**config.mk**
```make
export PLATFORM = sky130hd
export DESIGN_NAME = uart_tx_frame_flat
export DESIGN_NICKNAME = d
export VERILOG_FILES = /design/src/rtl/uart_tx_frame_if.sv /design/src/rtl/uart_tx_frame.sv /design/src/flat_wrapper.sv
export SDC_FILE = /design/constraint.sdc
export NUM_CORES = 1
export LEC_CHECK = 0
export CORE_AREA = 2 2 57 59
export CTS_CLUSTER_SIZE = 24
export DETAILED_ROUTE_END_ITERATION = 7
export DIE_AREA = 0 0 59 61
export GPL_TIMING_DRIVEN = 0
export PLACE_DENSITY_LB_ADDON = 0.08
export SYNTH_ARGS = -nofsm -noshare
export SYNTH_HDL_FRONTEND = slang
export SYNTH_SLANG_ARGS = --single-unit
```
**constraint.sdc**
```tcl
create_clock -name clk -period 1.7 [get_ports clk]
set_input_delay 0.255 -clock clk [delete_from_list [all_inputs] [get_ports clk]]
set_output_delay 0.255 -clock clk [all_outputs]
set_load 0.05 [all_outputs]
```
**src/rtl/uart_tx_frame_if.sv**
```systemverilog
// Byte handshake between the UART register block (master) and uart_tx_frame (slave).
interface uart_tx_frame_if #(
  parameter int DATA_W = 8
);
  logic [DATA_W-1:0] tx_data;
  logic              tx_valid;
  logic              tx_ready;
  logic              parity_odd;

  modport master (output tx_data, output tx_valid, output parity_odd, input tx_ready);
  modport slave  (input tx_data, input tx_valid, input parity_odd, output tx_ready);
endinterface

```
**src/rtl/uart_tx_frame.sv**
```systemverilog
// UART transmitter: bit timer, bit counter, shift register and control FSM in one block.
// Define UART_TX_PARITY_EN to include the parity bit state; otherwise DATA goes straight to STOP.
module uart_tx_frame #(
  parameter int DATA_W       = 8,
  parameter int CLKS_PER_BIT = 434,
  parameter int STOP_BITS    = 1
) (
  input  logic            clk,
  input  logic            rst,
  uart_tx_frame_if.slave  bus,
  output logic            tx,
  output logic            tx_busy,
  output logic            tx_done,
  output logic [2:0]      tx_state_out
);

  localparam int TMR_W = (CLKS_PER_BIT > 2) ? $clog2(CLKS_PER_BIT) : 1;
  localparam int CNT_W = $clog2(DATA_W + 1);

  typedef enum logic [2:0] {
    IDLE   = 3'd0,
    START  = 3'd1,
    DATA   = 3'd2,
    PARITY = 3'd3,
    STOP   = 3'd4,
    DONE   = 3'd5
  } state_t;

  state_t             r_state;
  state_t             w_state_nxt;
  logic [TMR_W-1:0]   r_timer;
  logic [CNT_W-1:0]   r_bit_cnt;
  logic [DATA_W-1:0]  r_shift;
  logic               r_tx;
  logic               w_tx_nxt;
  logic               w_busy;
  logic               w_end_bit;
  logic               w_load;
  logic               w_shift;
  logic               w_cnt_inc;
  logic               w_cnt_clr;

`ifdef UART_TX_PARITY_EN
  logic               r_parity;
`else
  logic               w_unused_parity;
  assign w_unused_parity = bus.parity_odd;
`endif

  assign w_busy    = (r_state == START) || (r_state == DATA) ||
                     (r_state == PARITY) || (r_state == STOP);
  assign w_end_bit = w_busy && (r_timer == TMR_W'(CLKS_PER_BIT - 1));

  always_ff @(posedge clk or posedge rst) begin
    if (rst) r_state <= IDLE;
    else     r_state <= w_state_nxt;
  end

  always_comb begin
    w_state_nxt = r_state;
    w_load      = 1'b0;
    w_shift     = 1'b0;
    w_cnt_inc   = 1'b0;
    w_cnt_clr   = 1'b0;
    case (r_state)
      IDLE: begin
        if (bus.tx_valid) begin
          w_load      = 1'b1;
          w_state_nxt = START;
        end
      end
      START: begin
        if (w_end_bit) w_state_nxt = DATA;
      end
      DATA: begin
        if (w_end_bit) begin
          w_shift = 1'b1;
          if (r_bit_cnt == CNT_W'(DATA_W - 1)) begin
            w_cnt_clr = 1'b1;
`ifdef UART_TX_PARITY_EN
            w_state_nxt = PARITY;
`else
            w_state_nxt = STOP;
`endif
          end else begin
            w_cnt_inc = 1'b1;
          end
        end
      end
`ifdef UART_TX_PARITY_EN
      PARITY: begin
        if (w_end_bit) w_state_nxt = STOP;
      end
`endif
      STOP: begin
        // The bit counter is reused to count stop-bit periods.
        if (w_end_bit) begin
          if (r_bit_cnt == CNT_W'(STOP_BITS - 1)) begin
            w_cnt_clr   = 1'b1;
            w_state_nxt = DONE;
          end else begin
            w_cnt_inc = 1'b1;
          end
        end
      end
      DONE:    w_state_nxt = IDLE;
      default: w_state_nxt = IDLE;
    endcase
  end

  always_comb begin
    w_tx_nxt = 1'b1;
    case (r_state)
      START:   w_tx_nxt = 1'b0;
      DATA:    w_tx_nxt = r_shift[0];
`ifdef UART_TX_PARITY_EN
      PARITY:  w_tx_nxt = r_parity;
`endif
      default: w_tx_nxt = 1'b1;
    endcase
  end

  always_ff @(posedge clk or posedge rst) begin
    if (rst) begin
      r_timer <= '0;
    end else if (!w_busy || w_end_bit) begin
      r_timer <= '0;
    end else begin
      r_timer <= r_timer + TMR_W'(1);
    end
  end

  always_ff @(posedge clk or posedge rst) begin
    if (rst) begin
      r_bit_cnt <= '0;
    end else if (w_load || w_cnt_clr) begin
      r_bit_cnt <= '0;
    end else if (w_cnt_inc) begin
      r_bit_cnt <= r_bit_cnt + CNT_W'(1);
    end
  end

  always_ff @(posedge clk or posedge rst) begin
    if (rst) begin
      r_shift <= '0;
    end else if (w_load) begin
      r_shift <= bus.tx_data;
    end else if (w_shift) begin
      r_shift <= r_shift >> 1;
    end
  end

`ifdef UART_TX_PARITY_EN
  always_ff @(posedge clk or posedge rst) begin
    if (rst)         r_parity <= 1'b0;
    else if (w_load) r_parity <= (^bus.tx_data) ^ bus.parity_odd;
  end
`endif

  always_ff @(posedge clk or posedge rst) begin
    if (rst) r_tx <= 1'b1;
    else     r_tx <= w_tx_nxt;
  end

  assign tx           = r_tx;
  assign bus.tx_ready = (r_state == IDLE);
  assign tx_busy      = w_busy;
  assign tx_done      = (r_state == DONE);
  assign tx_state_out = r_state;

endmodule

```
**src/flat_wrapper.sv**
```systemverilog
// flat-port wrapper written by rule: the top's interface ports become plain ports
module uart_tx_frame_flat 
#(
  parameter int DATA_W       = 8,
  parameter int CLKS_PER_BIT = 434,
  parameter int STOP_BITS    = 1
)
  (clk, rst, tx, tx_busy, tx_done, tx_state_out, bus_tx_data, bus_tx_valid, bus_parity_odd, bus_tx_ready);
  uart_tx_frame_if #(.DATA_W(DATA_W)) bus_i ();
  input  logic clk;
  input  logic rst;
  output logic tx;
  output logic tx_busy;
  output logic tx_done;
  output logic [2:0] tx_state_out;
  input wire logic [$bits(bus_i.tx_data)-1:0] bus_tx_data;
  input wire logic [$bits(bus_i.tx_valid)-1:0] bus_tx_valid;
  input wire logic [$bits(bus_i.parity_odd)-1:0] bus_parity_odd;
  output wire logic [$bits(bus_i.tx_ready)-1:0] bus_tx_ready;
  assign bus_i.tx_data = bus_tx_data;
  assign bus_i.tx_valid = bus_tx_valid;
  assign bus_i.parity_odd = bus_parity_odd;
  assign bus_tx_ready = bus_i.tx_ready;
  uart_tx_frame #(.DATA_W(DATA_W), .CLKS_PER_BIT(CLKS_PER_BIT), .STOP_BITS(STOP_BITS)) u_core (.clk(clk), .rst(rst), .bus(bus_i), .tx(tx), .tx_busy(tx_busy), .tx_done(tx_done), .tx_state_out(tx_state_out));
endmodule
```
Yosys cells after proc, flatten, opt, wreduce, memory -nomap -nowiden

Index checks and enable logic that the tools add are counted.

Add/sub/neg operators: 2
Equality and inequality tests: 13
Multiplexer cells: 27
Reduce and logical (&&, ||, !) cells: 12

Operators by type and width:

| kind                | count |
|---|---|
| $mux 3              | 6 |
| $mux 8              | 2 |
| $mux 1              | 12 |
| $pmux 3 s4          | 1 |
| $add 9x1->9 const B | 1 |
| $eq 9x9->1 const B  | 1 |
| $mux 9              | 1 |
| $mux 4              | 2 |
| $eq 3x2->1 const B  | 2 |
| $eq 3x3->1 const B  | 2 |
| $ne 2x1->1 const B  | 3 |
| $ne 2x2->1 const B  | 3 |
| $pmux 1 s2          | 3 |
| $reduce_and 6->1    | 1 |
| $logic_or 1x1->1    | 5 |
| $add 4x1->4 const B | 1 |
| $eq 4x3->1 const B  | 1 |
| $logic_not 4->1     | 1 |
| $reduce_bool 2->1   | 2 |
| $eq 3x1->1 const B  | 1 |
| $logic_not 3->1     | 1 |
| $logic_and 1x1->1   | 1 |
| $logic_not 1->1     | 1 |

Bits in registers: 25
Input bits: 12
Output and inout port bits: 7
Word-level logic and storage cells: 59

Depth between registers and ports, before layout

Depth after elaboration: 9
Mapped depth: 8
Gate-level depth less buffers: 6

Worst setup path after synthesis

No wires, ideal clock.

Path kind: flip-flop to flip-flop
Start point: register u_core.r_state[2], in the netlist u_core.tx_state_out[2]
End point: register u_core.r_timer[2]
Setup time: 0.130 ns
Arrival: 3.088 ns
Data required time: 1.570 ns
Slack: -1.518 ns
Stages on the path, launching flop included: 7
Path buffers: 2
Clock period less this slack: 3.218 ns
Cells stage by stage: dfrtp_1 > buf_1 > nor3_1 > nor2_1 > nand2b_1 > clkbuf_1 > nor2_1

Longest elaborated chain between the ends: 7
Elaborated cells between the ends (all ways): 11

RTL lines:

| element                                              | RTL line                                  | source |
|---|---|---|
| from (decl)                                          | uart_tx_frame.sv:29                       | `state_t r_state;` |
| from (signal assigned)                               | uart_tx_frame.sv:56                       | `else r_state <= w_state_nxt;` |
| $eq 3x1->1 or $eq 3x2->1 (tied branches)             | uart_tx_frame.sv:50                       | `assign w_busy = (r_state == START) \|\| (r_state == DATA) \|\|` |
| $logic_or 1x1->1 (2 in a row)                        | uart_tx_frame.sv:50                       |  |
| $logic_or 1x1->1 (*)                                 | uart_tx_frame.sv:51                       | `(r_state == PARITY) \|\| (r_state == STOP);` |
| via tx_busy                                          | flat_wrapper.sv:13                        | `output logic tx_busy;` |
| $logic_not 1->1 or $logic_and 1x1->1 (tied branches) | uart_tx_frame.sv:126, uart_tx_frame.sv:52 |  |
| $logic_or 1x1->1 (*)                                 | uart_tx_frame.sv:126                      | `end else if (!w_busy \|\| w_end_bit) begin` |
| $mux 9 (*)                                           | uart_tx_frame.sv:126                      |  |
| to (signal assigned)                                 | uart_tx_frame.sv:129                      | `r_timer <= r_timer + TMR_W'(1);` |
| to (decl)                                            | uart_tx_frame.sv:31                       | `logic [TMR_W-1:0] r_timer;` |

Mark *: on every way through the listed nets, which the timed path passes. The rest lies on a longest branch.
A chain may end at the register's enable or synchronous reset.

Worst setup path in the final report

Start point: register u_core.r_timer[1]
End point: register u_core.r_bit_cnt[0]

Longest elaborated chain between the ends: 6
Elaborated cells between the ends (all ways): 11

RTL lines:

| element                                     | RTL line                                 | source |
|---|---|---|
| $eq 9x9->1 (*)                              | uart_tx_frame.sv:52                      | `assign w_end_bit = w_busy && (r_timer == TMR_W'(CLKS_PER_BIT - 1));` |
| $logic_and 1x1->1 (*)                       | uart_tx_frame.sv:52                      |  |
| $mux 1, on equally long branches            | uart_tx_frame.sv:97, uart_tx_frame.sv:76 |  |
| $pmux 1 s2                                  | uart_tx_frame.sv:65                      | `case (r_state)` |
| $logic_or 1x1->1                            | uart_tx_frame.sv:136                     | `end else if (w_load \|\| w_cnt_clr) begin` |
| $mux 4 or $reduce_bool 2->1 (tied branches) | -                                        |  |
| to (signal assigned)                        | uart_tx_frame.sv:139                     | `r_bit_cnt <= r_bit_cnt + CNT_W'(1);` |
| to (decl)                                   | uart_tx_frame.sv:32                      | `logic [CNT_W-1:0] r_bit_cnt;` |

Mark *: on every way between the ends. The rest lies on a longest branch, timed or not.

==> results by group <==
STA
  • Final setup vio count: 11
  • Worst Tran Pin Value: 0.996 ns
  • Final hold violation count: 0
  • Fin. max-slew vios: 0
  • F_max: roughly 570 MHz
  • Setup_tns: -0.338 ns
  • Worst Hold Slack: 0.448 ns
  • Skew final: ~0.0089 ns
  • Crit path time final: around 1.7 ns
  • Rel. slew slack: 0.335
  • Final period utilization: 1.03
  • Unrepaired setup endpoints after global routing: true
  • Final WS setup: -0.0496 ns

Critical path
  • Crit path buf inv count: 3
  • Critical path startpoint: u_core.r_timer[1]$_DFF_PP0_
  • CP Class: reg -> reg
  • Worst setup EP type: register
  • Worst EP required: 1.97 ns
  • CP max stage delay: 0.41 ns
  • CP delay by family, top: simple AND/OR/NAND/NOR gates
  • Reg2Reg Setup Slack: -0.05 ns
  • Worst path slowest cell: dfrtp_1
  • Reg2reg start: u_core.r_timer[1]$_DFF_PP0_
  • Crit path cell chain: inv_1 -> ha_2 -> and4_4 -> buf_12 -> nand4_1 -> buf_6 -> or3_1 -> a21oi_1
  • Max FO, Critical Path: 6
  • CP Launch Type: register
  • Worst Path Arrival: 2.02 ns

Cells and area
  • Synth-to-layout area growth: 42.0%
  • Fill cell count: 225
  • NumNets Final: 188
  • Most common cell after layout, fill and taps aside: dfrtp_1
  • Final Core Density: 0.665
  • Fin cells: 204
  • Ant. Diodes: 0
  • Most frequent cells in the layout: 20 x dfrtp_1, 14 x nor2_1, 10 x clkdlybuf4s50_1, 10 x buf_4
  • Layout cells sized above 1: 0.415

Detailed routing
  • Detailed-route DRC error count: 0
  • Mean routed wirelength per cell: 15.2 µm
  • Routed Wire Length: 3100 µm
  • Drt first pass iters: 4
  • Mean number of vias per cell: around 5.4
  • Vias: 1104
  • Routed Antenna Nets: 0
  • DRT iter0 DRCs: 60

Min path
  • Worst Hold Class: in -> async

Power and ir drop
  • Maximum vdd drop: 0.379 mV
  • Cell leakage power: ~0.86 nW
  • Pwr/cell area: 488 nW/µm²

Run
  • Total of max-cap violations: 0

Global routing
  • First-pass GRT wire length: 5030 µm
  • Vias in the first global route: 1151
  • GRT Util Overall: 0.186
  • Antenna violations before repair: 0
  • Overflow after GRT: 0
  • Largest net degree at the start of global routing: 26

Floorplanning
  • Io pins: 19
  • Initial Util: 0.469
  • Core ar.: 2950 µm²
  • Chip width: ~60 µm
  • Die Span Y: 61 µm
  • Die area: 3600 µm²
  • Row cnt: 20

Placed design
  • Post-DP HPWL: 1860 µm
  • Input/output buffers: 17
  • GPL Wtd Cong: 0.791
  • Post-place setup slack: -0.375 ns
  • Inst Count DP: 184

Clocking
  • Clock latency on the worst-skew pair: 0.32 ns
  • Clock transition at the registers of the reported paths: 0.15 ns
  • Clock root cell: clkbuf_4
  • Hold Buf Count CTS: 0
  • CTS Sinks: 25
  • H-tree levels: 1
  • CTS Buf Count: 3
  • Maximum clock path buffer count: 2
  • Clock tree from TritonCTS: done

Outcome
  • Status: finished with violations
  • Failing checks: negative setup slack

Logic synthesis
  • Mean Syn Cell Area: 10.3 µm²
  • Number of synthesized register bits: 25
  • Post-synth top area share: 0.434
  • Synth top area cells: dfrtp_1 43%, mux2_2 12%, nor2_1 4.3%, ha_1 3.6%, xnor2_1 3.2%
  • Cell Area, Synth: 1380 µm²
  • Mapped Nets: 150
  • Synth Warn #: 0
  • Yosys cell types: 38
  • Cell count after synthesis: 134
  • Post-synthesis sequential area ratio: 0.453
  • Post-synth top area cell: dfrtp_1
## routing by layer
metal,track usage,wire (µm)
met1,0.220,1360
met2,0.340,1630
met3,0.0277,61
met4,0.0747,39
met5,0,0
## sequential cells by signal, indices dropped and copies added (netlist names)
register	cells
u_core.r_timer	9
u_core.r_shift	8
u_core.r_bit_cnt	4
u_core.tx_state_out	3
u_core.tx	1
## what timing repair did
item	CTS	global route
setup buffers	8	9
pin swaps	9	7
setup endpoints to repair	20	16
gates resized for setup	42	13
## final cells by class
type / instances / area [µm²] / area share
clock buffers: 3 / 22.5 / 0.0115
flip-flops and latches: 25 / 632 / 0.322
inverters: 7 / 26.3 / 0.0134
clock inverters: 1 / 5.00 / 0.00255
repair buffers: 34 / 347 / 0.176
well taps: 33 / 41.3 / 0.0210
multi-input cells: 97 / 843 / 0.429
plain buffers: 4 / 47.5 / 0.0242
## through the flow
stage                     area [µm²]  total power (W)
after floorplan                 1450         0.000652
after global placement          1660         0.000682
after detailed placement        1660         0.000685
after CTS                       1840         0.000967
after global routing            1960          0.00100
final                           1960         0.000959
## worst reg2reg max path, stage by stage, from the launching register on
cell and delay (ns):
dfrtp_1 0.41, inv_1 0.07, ha_2 0.16, and4_4 0.25
buf_12 0.12, nand4_1 0.11, buf_6 0.16, or3_1 0.30
a21oi_1 0.13
## report_power, final
group	switching [W]	leakage, nW	internal (W)
logic	0.0000293	0.530	0.0000424
registers	0.00000784	0.311	0.000605
clock network	0.000187	0.0177	0.0000882
total	0.000224	0.858	0.000736
## cell usage after synthesis (all sizes together)
cell type and n:
a211oi 1, a21o 1, a21oi 5, a311o 1, a31oi 2, a32o 1
and2 1, and2b 1, and3 1, and3b 1, and4 1, buf 2
clkbuf 3, dfrtp 24, dfstp 1, ha 4, inv 7, mux2 15
nand2 6, nand2b 3, nand3 6, nand4 3, nor2 16, nor2b 1
nor3 5, nor3b 3, nor4 1, nor4b 1, o21a 1, o21ai 2
or2 1, or3 4, or3b 1, xnor2 5, xor2 3
## cells by family (layout without fill, tap and decap cells)
| family | after synthesis | count (layout) | synth area share |
|---|---|---|---|
| simple gates | 56 | 56 | 0.239 |
| compound gates | 14 | 14 | 0.0660 |
| flops | 25 | 25 | 0.453 |
| buf+inv | 12 | 49 | 0.0335 |
| fa+ha+maj | 4 | 4 | 0.0362 |
| mux | 15 | 15 | 0.122 |
| xor+xnor | 8 | 8 | 0.0506 |
## path summary, 6_finish.rpt
| check | end | cells past startpoint |
|---|---|---|
| worst min register to register | u_core.r_shift[4]$_DFFE_PP0P_ | 1 |
| worst min-delay path | u_core.r_shift[6]$_DFFE_PP0P_ | 2 |
| max in group asynchronous | u_core.tx_state_out[0]$_DFFE_PP0P_ | 2 |
| worst max-delay path | u_core.r_bit_cnt[0]$_DFFE_PP0P_ | 8 |
| min in group clk | u_core.r_shift[7]$_DFFE_PP0P_ | 3 |
| worst max register to register | u_core.r_bit_cnt[0]$_DFFE_PP0P_ | 8 |
Note: power is estimated with default switching activity, not from simulation.
